===== config.mk =====
export PLATFORM = sky130hd
export DESIGN_NAME = seq_divider
export DESIGN_NICKNAME = d
export VERILOG_FILES = /design/src/rtl/seq_divider_pkg.sv /design/src/rtl/seq_divider_div_step.sv /design/src/rtl/seq_divider.sv
export SDC_FILE = /design/constraint.sdc
export NUM_CORES = 1
export LEC_CHECK = 0
export CAP_MARGIN = 20
export CORE_ASPECT_RATIO = 0.5
export CORE_MARGIN = 3
export CORE_UTILIZATION = 45
export CTS_BUF_LIST = sky130_fd_sc_hd__clkbuf_4
export CTS_CLUSTER_SIZE = 10
export DETAILED_ROUTE_END_ITERATION = 7
export PLACE_DENSITY_LB_ADDON = 0.05
export SYNTH_ARGS = -nofsm -noshare
export SYNTH_HDL_FRONTEND = slang
export SYNTH_SLANG_ARGS = --single-unit

===== constraint.sdc =====
create_clock -name clk -period 5.05 [get_ports clk]
set_input_delay 1.01 -clock clk [delete_from_list [all_inputs] [get_ports clk]]
set_output_delay 1.01 -clock clk [all_outputs]
set_load 0.005 [all_outputs]

===== src/rtl/seq_divider_pkg.sv =====
// Shared types and constants for the sequential restoring divider.
package seq_divider_pkg;

    localparam int unsigned DEFAULT_WIDTH = 4;

    typedef enum logic [1:0] {
        ST_IDLE = 2'd0,
        ST_RUN  = 2'd1,
        ST_DONE = 2'd2
    } state_t;

endpackage


===== src/rtl/seq_divider_div_step.sv =====
// One restoring-division iteration: shift {remainder, dividend} left, subtract divisor, select.
module div_step #(
    parameter int unsigned WIDTH = 4
) (
    input  logic [WIDTH:0]   rem_in,
    input  logic [WIDTH-1:0] dvd_in,
    input  logic [WIDTH-1:0] divisor,
    output logic [WIDTH:0]   rem_out,
    output logic [WIDTH-1:0] dvd_out
);

    logic [WIDTH+1:0] shifted;
    logic [WIDTH+1:0] diff;
    logic             q_bit;

    // One extra bit beyond the remainder keeps the borrow as an explicit sign.
    assign shifted = {rem_in, dvd_in[WIDTH-1]};
    assign diff    = shifted - (WIDTH+2)'(divisor);
    assign q_bit   = ~diff[WIDTH+1];
    assign rem_out = q_bit ? diff[WIDTH:0] : shifted[WIDTH:0];
    // Quotient bits fill the dividend register from the LSB as its bits are consumed.
    assign dvd_out = {dvd_in[WIDTH-2:0], q_bit};

endmodule


===== src/rtl/seq_divider.sv =====
// Sequential unsigned restoring divider, one quotient bit per cycle.
// Optional macro SEQ_DIVIDER_DBZ_FAST_EN: divide-by-zero short-circuits to DONE with dbz set.
module seq_divider
    import seq_divider_pkg::*;
#(
    parameter int unsigned WIDTH = DEFAULT_WIDTH
) (
    input  logic             clk,
    input  logic             rst_n,
    input  logic             start,
    input  logic [WIDTH-1:0] dividend,
    input  logic [WIDTH-1:0] divisor,
    output logic             busy,
    output logic             done,
    output logic [WIDTH-1:0] quotient,
    output logic [WIDTH-1:0] remainder,
    output logic             dbz
);

    localparam int unsigned        CNT_W    = $clog2(WIDTH);
    localparam logic [CNT_W-1:0]   CNT_LAST = CNT_W'(WIDTH - 1);

    state_t           state_q;
    state_t           state_nxt;
    logic [WIDTH:0]   rem_q;
    logic [WIDTH:0]   rem_step;
    logic [WIDTH-1:0] dvd_q;
    logic [WIDTH-1:0] dvd_step;
    logic [WIDTH-1:0] dsr_q;
    logic [CNT_W-1:0] cnt_q;
    logic             accept;
    logic             last_iter;
    logic             fast_dbz;

`ifdef SEQ_DIVIDER_DBZ_FAST_EN
    assign fast_dbz = (divisor == '0);
`else
    assign fast_dbz = 1'b0;
`endif

    div_step #(.WIDTH(WIDTH)) u_step (
        .rem_in  (rem_q),
        .dvd_in  (dvd_q),
        .divisor (dsr_q),
        .rem_out (rem_step),
        .dvd_out (dvd_step)
    );

    // State register.
    always_ff @(posedge clk or negedge rst_n) begin
        if (!rst_n) begin
            state_q <= ST_IDLE;
        end else begin
            state_q <= state_nxt;
        end
    end

    // Next-state logic; start is only honoured outside RUN.
    always_comb begin
        state_nxt = state_q;
        accept    = 1'b0;
        last_iter = 1'b0;
        case (state_q)
            ST_IDLE: begin
                if (start) begin
                    accept    = 1'b1;
                    state_nxt = fast_dbz ? ST_DONE : ST_RUN;
                end
            end
            ST_RUN: begin
                if (cnt_q == CNT_LAST) begin
                    last_iter = 1'b1;
                    state_nxt = ST_DONE;
                end
            end
            ST_DONE: begin
                if (start) begin
                    accept    = 1'b1;
                    state_nxt = fast_dbz ? ST_DONE : ST_RUN;
                end else begin
                    state_nxt = ST_IDLE;
                end
            end
            default: state_nxt = ST_IDLE;
        endcase
    end

    // Datapath and registered outputs; visible results change only on completion.
    always_ff @(posedge clk or negedge rst_n) begin
        if (!rst_n) begin
            rem_q     <= '0;
            dvd_q     <= '0;
            dsr_q     <= '0;
            cnt_q     <= '0;
            busy      <= 1'b0;
            done      <= 1'b0;
            quotient  <= '0;
            remainder <= '0;
            dbz       <= 1'b0;
        end else begin
            busy <= (state_nxt == ST_RUN);
            done <= (state_nxt == ST_DONE);
            if (accept) begin
                rem_q <= '0;
                dvd_q <= dividend;
                dsr_q <= divisor;
                cnt_q <= '0;
                if (fast_dbz) begin
                    quotient  <= '1;
                    remainder <= dividend;
                    dbz       <= 1'b1;
                end
            end else if (state_q == ST_RUN) begin
                rem_q <= rem_step;
                dvd_q <= dvd_step;
                cnt_q <= cnt_q + CNT_W'(1);
                if (last_iter) begin
                    quotient  <= dvd_step;
                    remainder <= rem_step[WIDTH-1:0];
                    dbz       <= 1'b0;
                end
            end
        end
    end

endmodule


Yosys cells after proc, flatten, opt, wreduce, memory -nomap -nowiden. Index checks and enable logic that the tools add are counted.

Mux-type cells: 15. Bitwise gates (word level): 2. Reductions and logical operators: 4. Add/sub/neg operators: 2. Equal/unequal tests: 5.

Operators with widths (count): $mux W5 (3); $mux W2 (4); $mux W4 (2); $eq A2 B2 Y1 const B (3); $pmux W2 S3 (1); $sub A6 B4 Y6 (1); $mux W1 (5); $eq A2 B1 Y1 const B (2); $reduce_and A3 Y1 (1); $add A2 B1 Y2 const B (1); $logic_not A2 Y1 (1); $not A1 Y1 (2); $reduce_bool A2 Y1 (1); $reduce_or A2 Y1 (1).

Output and inout bits: 11. Logic and storage cells: 37. Input bits: 11. Register bits: 27.

Depth between registers and ports, before layout. Gate-level depths: netlist of the first run.

Depth in word-level cells: 5. Gate-level depth with buffers: 8. Mapped depth without buffers: 8.

Modules after synthesis. A second synthesis of the first run with hierarchy kept.

Cells, all modules: 121. Area, all modules: 1535.2 um^2.

By module, submodules not included: seq_divider (cells an instance 80, sequential area each 675.6 um^2, area an instance 1161.1 um^2, instances 1); div_step (cells an instance 41, sequential area each 0.0 um^2, area an instance 374.1 um^2, instances 1).

Worst setup path before layout of the first run. No wires, ideal clock.

Path type: flip-flop to flip-flop. Start: register rem_q[0]. End: register remainder[0]. Arrival: 1.884 ns. Path buffers: 0. Period minus slack after synthesis: 1.967 ns. Data required time: 4.967 ns. Stages on the path, launching flop included: 7. Slack: 3.083 ns. Cell sequence: dfrtp_1 ha_1 nor2b_1 o31a_2 o211ai_4 mux2_2 o21ai_0.

Cells in the longest elaborated chain, start to end: 2.

RTL lines: start, declared (line seq_divider.sv:25) `logic [WIDTH:0] rem_q;`; start signal, assigned (line seq_divider.sv:114) `rem_q <= rem_step;`; $sub A6 B4 Y6 (line seq_divider_div_step.sv:18) `assign diff = shifted - (WIDTH+2)'(divisor);`; $mux W5 (line seq_divider_div_step.sv:20) `assign rem_out = q_bit ? diff[WIDTH:0] : shifted[WIDTH:0];`; end signal, assigned (line seq_divider.sv:110) `remainder <= dividend;`; end signal, assigned (line seq_divider.sv:119) `remainder <= rem_step[WIDTH-1:0];`; end, declared (line seq_divider.sv:16) `output logic [WIDTH-1:0] remainder,`.

Every way passes these cells. A chain may end at the register's enable or synchronous reset.

Worst setup path in the final report of the first run.
Start: register quotient[3]. End: output port quotient[3].

RTL lines: start, declared (line seq_divider.sv:15) `output logic [WIDTH-1:0] quotient,`; start signal, assigned (line seq_divider.sv:118) `quotient <= dvd_step;`.

No word-level cell between the ends.

==> impl_metrics.toml, run 1 <==
[placement]
dpl-instance-area_mm2 = 0.001524
routabilityCongestion = 0.6959
detailedPlace.worstSlack_ps = 2469
port_buffers = 20
hpwl_um = 1794

[routing]
vias_per_cell = 5.191
dr.pass1.iters = 4
vias = 924
drt_iter0_drc = 53
drc_errors = 0
postRouteWirelength_um = 2471
ant_nets = 0
drt-wirelength-per-cell_um = 13.88

[critical_path]
max_stage_delay_ps = 500
slowest_stage = "clkdlybuf4s50_1"
path_delay_family = "buffers and inverters"
rrSetupSlack_ps = 2880
critPathMaxFanout = 2
r2r-start = "rem_q[0]$_DFFE_PN0P_"
cp.depth = 1
worstSetupPathType = "reg -> out"
cp_num_buf_inv = 1
worstPathRequired_ps = 4040
r2r-end = "rem_q[0]$_DFFE_PN0P_"
end_kind = "output pin"
cp-start-kind = "flop"
r2r_cells = 6
crit_arrival_ps = 1220
cp_cell_sequence = "clkdlybuf4s50_1"

[logic_synthesis]
ys_ff_latch = 27
synthesis.area_mm2 = 0.001290
syn_avg_cell_area_um2 = 10.66
synth_compound_area_share_pct = 19.11
synthSimpleGateAreaFrac_pct = 10.77
synth_fa_ha_area_share_pct = 6.402
synth.distinct_cells = 32
synth_top_family_by_area = "compound AO/OA/AOI/OAI gates"
synth_top_area_cell = "dfrtp_1"
synth_xor_area_share_pct = 0.6790
yosys_warnings = 0
syn_nets = 138
synth.area.mux_share_pct = 5.917
synthTopCellsByArea = "dfrtp_1 (52%), o21ai_0 (5.4%), nand2_1 (5.2%), ha_1 (4.8%), mux2_2 (4.4%)"
synth.top_cell.area_share_pct = 52.38
seq_area_frac_synth_pct = 52.38
syn_inst = 121

[cells_and_area]
fillers = 245
num_antenna_cells = 0
areaGrowthSynthToFinish_pct = 20.47
fin_util_pct = 58.26
nets = 159
final_area_mm2 = 0.001554
layout_common_cells = "dfrtp_1 (27), clkdlybuf4s50_1 (20), nand2_1 (18), o21ai_0 (14), inv_1 (8)"
drive_gt1_share_pct = 10.64
layout_commonest_cell = "dfrtp_1"

[die]
fp-row-count = 13
die_w_um = 81.72
die_area_mm2 = 0.003584
coreArea_mm2 = 0.002668
num_io_pins = 22
die_h_um = 43.86
start_util_pct = 48.36

[worst_hold_path]
hp-start = "remainder[0]$_DFFE_PN0P_"
min_path_type = "reg -> reg"
whs_endpoint = "remainder[0]$_DFFE_PN0P_"
hold_depth = 2

[grt]
gr-total-overflow = 0
grt_max_degree = 28
antenna_found_initial = 0
track_usage_pct = 16.21
first_global_vias = 925
grt_pass1_wl_um = 4312

[power]
combPwrFrac_pct = 55.4
cellPowerDensity_mw_per_mm2 = 703.0
seqPwrFrac_pct = 35.7
switchingPower_mw = 0.4398
swShare_pct = 40.26
p_leak_nw = 0.7009
power_mw = 1.092
clkPwrFrac_pct = 8.8
vdd_drop_max_uv = 308.8
p_int_mw = 0.6526

[sta]
fin_skew_ps = 12.95
setup_violations = 0
min_period_over_period_pct = 44.17
worstMarginPinSlew_ps = 682.5
finalSetupTns_ps = 0
relSlewSlack_pct = 54.33
slew_viol_final = 0
fin_ws_ps = 2819
rsz0062_at_grt = "false"
post-route-min-period_ps = 2231
hold_violations = 0
fmax_mhz = 448.3

[clock_network]
clockBufferDepth = 2
clockRootBuffer = "clkbuf_4"
post_cts_buffers = 0
ctsResizeCount = 0
clock-sinks = 27
holdBufCountCts = 0
insertion_delay_ps = 330
cts_buffers = 3
tritoncts = "yes"
clk_pin_slew_ps = 150
cts_htree_levels = 1

[run_status]
outcome = "finished, final reports clean"

[job]
max_cap_violations = 0
==> power by group through the flow <==
stage	Clock, mW	Combinational (mW)	Sequential [mW]
3_3_place_gp	0	0.594	0.394
6_report	0.0965	0.606	0.390
5_1_grt	0.110	0.693	0.404
3_5_place_dp	0	0.608	0.396
4_1_cts	0.101	0.613	0.391
2_1_floorplan	0	0.429	0.383
==> sequential cells by signal, summed over array words and instances (netlist names) <==
name,count
busy,1
cnt_q,2
done,1
dsr_q,4
dvd_q,4
quotient,4
rem_q,5
remainder,4
state_q,2
==> metal layers <==
layer | vias up | GRT usage (%) | wire length (um)
met5 | - | 0 | 0
met4 | 0 | 3.642 | 11
met3 | 2 | 5.187 | 163
met2 | 24 | 23.76 | 1031
met1 | 434 | 23.49 | 1265
li1 | 464 | - | -
==> Yosys cell counts <==
cell,instances
a21o_1,2
a21oi_1,4
a22o_1,2
a22o_2,1
a22oi_1,3
a31oi_2,1
a32oi_1,1
buf_2,1
buf_4,1
clkbuf_1,4
conb_1,1
dfrtp_1,27
fa_1,1
ha_1,5
inv_1,8
mux2_2,5
mux2i_1,2
nand2_1,18
nand2b_1,2
nand3_1,2
nor2_1,2
nor2b_1,3
nor4b_1,1
o2111ai_1,1
o211ai_4,1
o21a_1,2
o21ai_0,14
o21bai_1,2
o31a_2,1
or3_1,1
or4_1,1
xor2_1,1
==> area by class of cell <==
cell class,instances,area [um^2],area share (%)
multi-input combinational,80,556.8,35.83
tap,37,46.29,2.979
sequential,27,675.6,43.48
clock buffer,3,22.52,1.449
inverter,8,30.03,1.932
timing repair buffer,22,215.2,13.85
clock inverter,1,7.507,0.4831
==> cells by family after synthesis <==
family	count (synthesis)
AO/OA/AOI/OAI	35
AND/OR/NAND/NOR	30
flip-flops	27
buffers and inverters	14
multiplexers	7
adder cells (fa/ha/maj)	6
other	1
XOR/XNOR	1
==> per-stage QoR <==
step / hold slack, ps / cells
final: 498.4 / 178
after detailed placement: 474.4 / 174
after floorplan: 464.4 / 121
after CTS: 507.1 / 178
after global placement: 462.9 / 174
after global routing: 526.0 / 178
==> how the worst max path moves through the flow <==
stage / start / to / slack [ps]
finish: quotient[3]$_DFFE_PN0P_ / quotient[3] / 2820
floorplan: rem_q[0]$_DFFE_PN0P_ / remainder[0]$_DFFE_PN0P_ / 3080
detailed placement: start / dvd_q[0]$_DFFE_PN0P_ / 2470
CTS: quotient[3]$_DFFE_PN0P_ / quotient[3] / 2810
global route: start / rem_q[1]$_DFFE_PN0P_ / 2710
global placement: start / rem_q[3]$_DFFE_PN0P_ / 2570
(Power assumes the default switching activity.)
==> run 2: changes to the inputs <==
- clock period: 5.05 -> 2.3 ns (I/O delays scaled with it)
==> run 2 against run 1 <==
Core utilization rose by 0.84 points. Wire length is 7.9% higher. Clock power up 130%. Via count grew 2.9%. Total power increased by 130%. Combinational power is 130% higher. Sequential power is 120% higher. Final area is 1.4% higher. Die area did not move. Setup slack lost 2700 ps. Critical endpoint is now rem_q[0]$_DFFE_PN0P_. Largest cell class unchanged.
==> impl_metrics.toml, run 2 (synthesis gave the netlist of run 1 again) <==
[run_status]
outcome = "finished, final reports clean"

[cells_and_area]
regMostFlops = "rem_q"
layout_commonest_cell = "dfrtp_1"
areaGrowthSynthToFinish_pct = 22.21
num_antenna_cells = 0
largest_register_ffs = 5
fillers = 249
drive_gt1_share_pct = 12.50
nets = 162
final_area_mm2 = 0.001577
layout_common_cells = "dfrtp_1 (27), clkdlybuf4s50_1 (20), nand2_1 (18), o21ai_0 (14), inv_1 (8)"
fin_util_pct = 59.10
final_cells = 181

[die]
die_w_um = 81.72
die_h_um = 43.86
fp-row-count = 13
die_area_mm2 = 0.003584
coreArea_mm2 = 0.002668
start_util_pct = 48.36
num_io_pins = 22

[clock_network]
clockRootBuffer = "clkbuf_4"
cts_buffers = 3
clockBufferDepth = 2
clock-sinks = 27
clk_pin_slew_ps = 150
post_cts_buffers = 0
cts_htree_levels = 1
holdBufCountCts = 0
insertion_delay_ps = 330
ctsResizeCount = 0
tritoncts = "yes"

[routing]
dr.pass1.iters = 4
vias = 951
drt-wirelength-per-cell_um = 14.73
drc_errors = 0
postRouteWirelength_um = 2667
drt_iter0_drc = 23
ant_nets = 0
vias_per_cell = 5.254

[critical_path]
crit_arrival_ps = 2440
slowest_stage = "dfrtp_1"
r2r-end = "rem_q[0]$_DFFE_PN0P_"
worstSetupPathType = "reg -> reg"
end_kind = "flop"
critPathMaxFanout = 7
cp_cell_sequence = "inv_1 -> ha_1 -> nor2b_1 -> o31a_2 -> o211ai_4 -> mux2_2 -> o21ai_0"
rrSetupSlack_ps = 120
critPathLaunch = "dsr_q[1]$_DFFE_PN0P_"
cp-start-kind = "flop"
max_stage_delay_ps = 400
worstPathRequired_ps = 2560
endpoint = "rem_q[0]$_DFFE_PN0P_"
r2r-start = "dsr_q[1]$_DFFE_PN0P_"
r2r_cells = 7

[placement]
routabilityCongestion = 0.7533
dp.cells = 177
dpl-instance-area_mm2 = 0.001546
detailedPlace.worstSlack_ps = 180.3
port_buffers = 20
hpwl_um = 1900

[sta]
setup_violations = 0
fin_skew_ps = 14.18
fin_ws_ps = 124.0
rsz0062_at_grt = "false"
slew_viol_final = 0
holdWs_ps = 473.0
hold_violations = 0
finalSetupTns_ps = 0
fmax_mhz = 459.5
relSlewSlack_pct = 53.01
post-route-min-period_ps = 2176
min_period_over_period_pct = 94.61
worstMarginPinSlew_ps = 702.2

[power]
cellPowerDensity_mw_per_mm2 = 1569
power_mw = 2.474
p_leak_nw = 0.7186
vdd_drop_max_uv = 663.7

[worst_hold_path]
min_path_type = "in -> async"

[grt]
gr-total-overflow = 0
grt_pass1_wl_um = 4457
antenna_found_initial = 0
track_usage_pct = 16.64
grt_max_degree = 28
first_global_vias = 938

[job]
max_cap_violations = 0
[run 2: changes by cell type in the layout (fill, tap and decap cells not counted)]
| cell | before | now |
|---|---|---|
| buf_4 | 2 | 5 |
| clkbuf_4 | 3 | 4 |
| clkinvlp_4 | 1 | 0 |
[run 2: report_power, final]
part	internal [mW]	leakage, nW	switching (mW)
registers	0.709	0.331	0.148
clock network	0.0797	0.0184	0.141
logic	0.683	0.369	0.713
total	1.47	0.719	1.00
[run 2: worst min-delay path by stage]
stage                                     endpoint  depth (start not counted)
after floorplan                     busy$_DFF_PN0_                          0
after global placement    remainder[0]$_DFFE_PN0P_                          2
after detailed placement  remainder[1]$_DFFE_PN0P_                          2
after CTS                     dsr_q[1]$_DFFE_PN0P_                          2
after global routing          dsr_q[2]$_DFFE_PN0P_                          2
final                         dsr_q[1]$_DFFE_PN0P_                          2
[run 2: layout make-up]
| type | instances | area, um^2 | area share [%] |
|---|---|---|---|
| clock buffer | 4 | 30.03 | 1.905 |
| inverter | 8 | 30.03 | 1.905 |
| tap | 37 | 46.29 | 2.937 |
| sequential | 27 | 675.6 | 42.86 |
| multi-input combinational | 80 | 556.8 | 35.32 |
| timing repair buffer | 25 | 237.7 | 15.08 |
[run 2: critical path, delay by kind of cell (launching register included)]
kind / cells / cell delay, ps
flops: 1 / 400
mux: 1 / 390
compound gates: 3 / 810
simple gates: 1 / 150
fa+ha+maj: 1 / 240
buf+inv: 1 / 120
[run 2: routing by layer]
metal / vias to the layer above / GRT usage (%) / share of wire, %
met4: 0 / 2.980 / 0.34
li1: 465 / - / -
met1: 461 / 22.92 / 51
met2: 23 / 26.00 / 44
met5: - / 0 / 0
met3: 2 / 5.602 / 5.0
==> run 3: changes to the inputs <==
- PLACE_DENSITY: default -> 0.7
- PLACE_DENSITY_LB_ADDON: 0.05 -> default
==> run 3 against run 2 <==
Clock skew decreased by 9.2 ps. Fmax increased by 1.6%. First-iteration DRC count decreased by 4.3%. Register-to-register slack improved by 30 ps. Worst hold slack improved by 6.6 ps. Setup slack improved by 33 ps. Via count decreased by 0.53%. Combinational power decreased by 3%. Sequential cell count unchanged. Sequential power decreased by 0.8%. Sequential share of layout area increased by 0.21 points. Core utilization decreased by 0.28 points. Critical path type unchanged. Critical endpoint is now remainder[0]$_DFFE_PN0P_. Largest cell class unchanged. Largest power group unchanged.
==> impl_metrics.toml, run 3 (synthesis gave the netlist of run 1 again) <==
[routing]
ant_nets = 0
drt_iter0_drc = 22
vias_per_cell = 5.256
drc_errors = 0
vias = 946
drt-wirelength-per-cell_um = 13.87
postRouteWirelength_um = 2497
dr.pass1.iters = 4

[clock_network]
insertion_delay_ps = 330
clockRootBuffer = "clkbuf_4"
clk_pin_slew_ps = 150
post_cts_buffers = 0
clock-sinks = 27
clockBufferDepth = 2
cts_htree_levels = 1
ctsResizeCount = 0
cts_buffers = 3
tritoncts = "yes"
holdBufCountCts = 0

[die]
coreArea_mm2 = 0.002668
fp-row-count = 13
die_w_um = 81.72
die_h_um = 43.86
num_io_pins = 22
start_util_pct = 48.36
die_area_mm2 = 0.003584

[placement]
port_buffers = 20
detailedPlace.worstSlack_ps = 179.2
routabilityCongestion = 0.7149
hpwl_um = 1832

[sta]
relSlewSlack_pct = 53.17
fin_ws_ps = 157.4
min_period_over_period_pct = 93.16
slew_viol_final = 0
fin_skew_ps = 5.000
worstMarginPinSlew_ps = 699.9
setup_violations = 0
hold_violations = 0
finalSetupTns_ps = 0
fmax_mhz = 466.7
rsz0062_at_grt = "false"
post-route-min-period_ps = 2143

[cells_and_area]
fillers = 241
layout_commonest_cell = "dfrtp_1"
drive_gt1_share_pct = 11.89
nets = 161
areaGrowthSynthToFinish_pct = 21.63
num_antenna_cells = 0
layout_common_cells = "dfrtp_1 (27), clkdlybuf4s50_1 (20), nand2_1 (18), o21ai_0 (14), inv_1 (8)"
largest_register_ffs = 5
regMostFlops = "rem_q"

[critical_path]
critPathLaunch = "rem_q[0]$_DFFE_PN0P_"
slowest_stage = "dfrtp_1"
r2r-start = "rem_q[0]$_DFFE_PN0P_"
end_kind = "flop"
max_stage_delay_ps = 450
cp-start-kind = "flop"
cp_num_buf_inv = 0
path_delay_family = "compound AO/OA/AOI/OAI gates"
critPathMaxFanout = 7
worstSetupPathType = "reg -> reg"
worstPathRequired_ps = 2560
crit_arrival_ps = 2410
cp_cell_sequence = "ha_1 -> nor2b_1 -> o31a_2 -> o211ai_4 -> mux2_2 -> o21ai_0"

[grt]
busiest_layer = "met2"
grt_max_degree = 28
first_global_vias = 944
grt_pass1_wl_um = 4367
met1_usage_pct = 22.25
gr-total-overflow = 0
grt.met3_usage_pct = 5.187
track_usage_pct = 16.35
global_route.usage.met2_pct = 25.04
antenna_found_initial = 0

[power]
cellPowerDensity_mw_per_mm2 = 1545
vdd_drop_max_uv = 628.6
p_leak_nw = 0.7099

[worst_hold_path]
min_path_type = "in -> async"

[run_status]
outcome = "finished, final reports clean"

[job]
max_cap_violations = 0
-- run 3: cell types whose count changed in the layout (fill, tap and decap cells not counted) --
cell,delta
buf_4,-1
clkinvlp_4,+1
clkbuf_4,-1
-- run 3: area by class of cell --
type / count / area, um^2 / share of cell area (%)
sequential: 27 / 675.6 / 43.06
multi-input combinational: 80 / 556.8 / 35.49
timing repair buffer: 24 / 230.2 / 14.67
tap: 37 / 46.29 / 2.951
inverter: 8 / 30.03 / 1.914
clock buffer: 3 / 22.52 / 1.435
clock inverter: 1 / 7.507 / 0.4785
-- run 3: stage by stage --
step / hold slack (ps) / power (mW) / cell area (um^2) / util [%] / std cells
after floorplan: 164.4 / 1.783 / 1290 / - / 121
after global placement: 465.6 / 2.196 / 1539 / 57.69 / 176
after detailed placement: 470.1 / 2.221 / 1539 / 57.69 / 176
after global routing: 485.2 / 2.650 / 1569 / 58.82 / 180
after CTS: 479.9 / 2.444 / 1569 / 58.82 / 180
final: 479.6 / 2.424 / 1569 / 58.82 / 180
-- run 3: final timing paths --
path,to,cells after the start,slack (ps)
worst max-delay path,remainder[0]$_DFFE_PN0P_,6,160
worst max register to register,remainder[0]$_DFFE_PN0P_,6,160
worst min register to register,remainder[2]$_DFFE_PN0P_,2,500
max in group asynchronous,remainder[3]$_DFFE_PN0P_,2,1560
min in group clk,remainder[2]$_DFFE_PN0P_,2,500
worst min-delay path,dvd_q[3]$_DFFE_PN0P_,2,480
-- run 3: metal layers --
layer,wire [um],share of wire (%)
met2,1131,45
met3,155,6.2
met5,0,0
met1,1184,47
met4,25,1.0
-- run 3: power by group --
| group | switching [mW] | total (mW) | leakage [nW] | internal (mW) |
|---|---|---|---|---|
| registers | 0.142 | 0.850 | 0.331 | 0.709 |
| logic | 0.686 | 1.36 | 0.365 | 0.673 |
| clock network | 0.148 | 0.215 | 0.0139 | 0.0667 |
| total | 0.976 | 2.42 | 0.710 | 1.45 |
-- run 3: worst reg2reg max path: stages (launching register included) --
cell      delay, ps
dfrtp_1         450
ha_1            300
nor2b_1         160
o31a_2          330
o211ai_4        310
mux2_2          380
o21ai_0         160
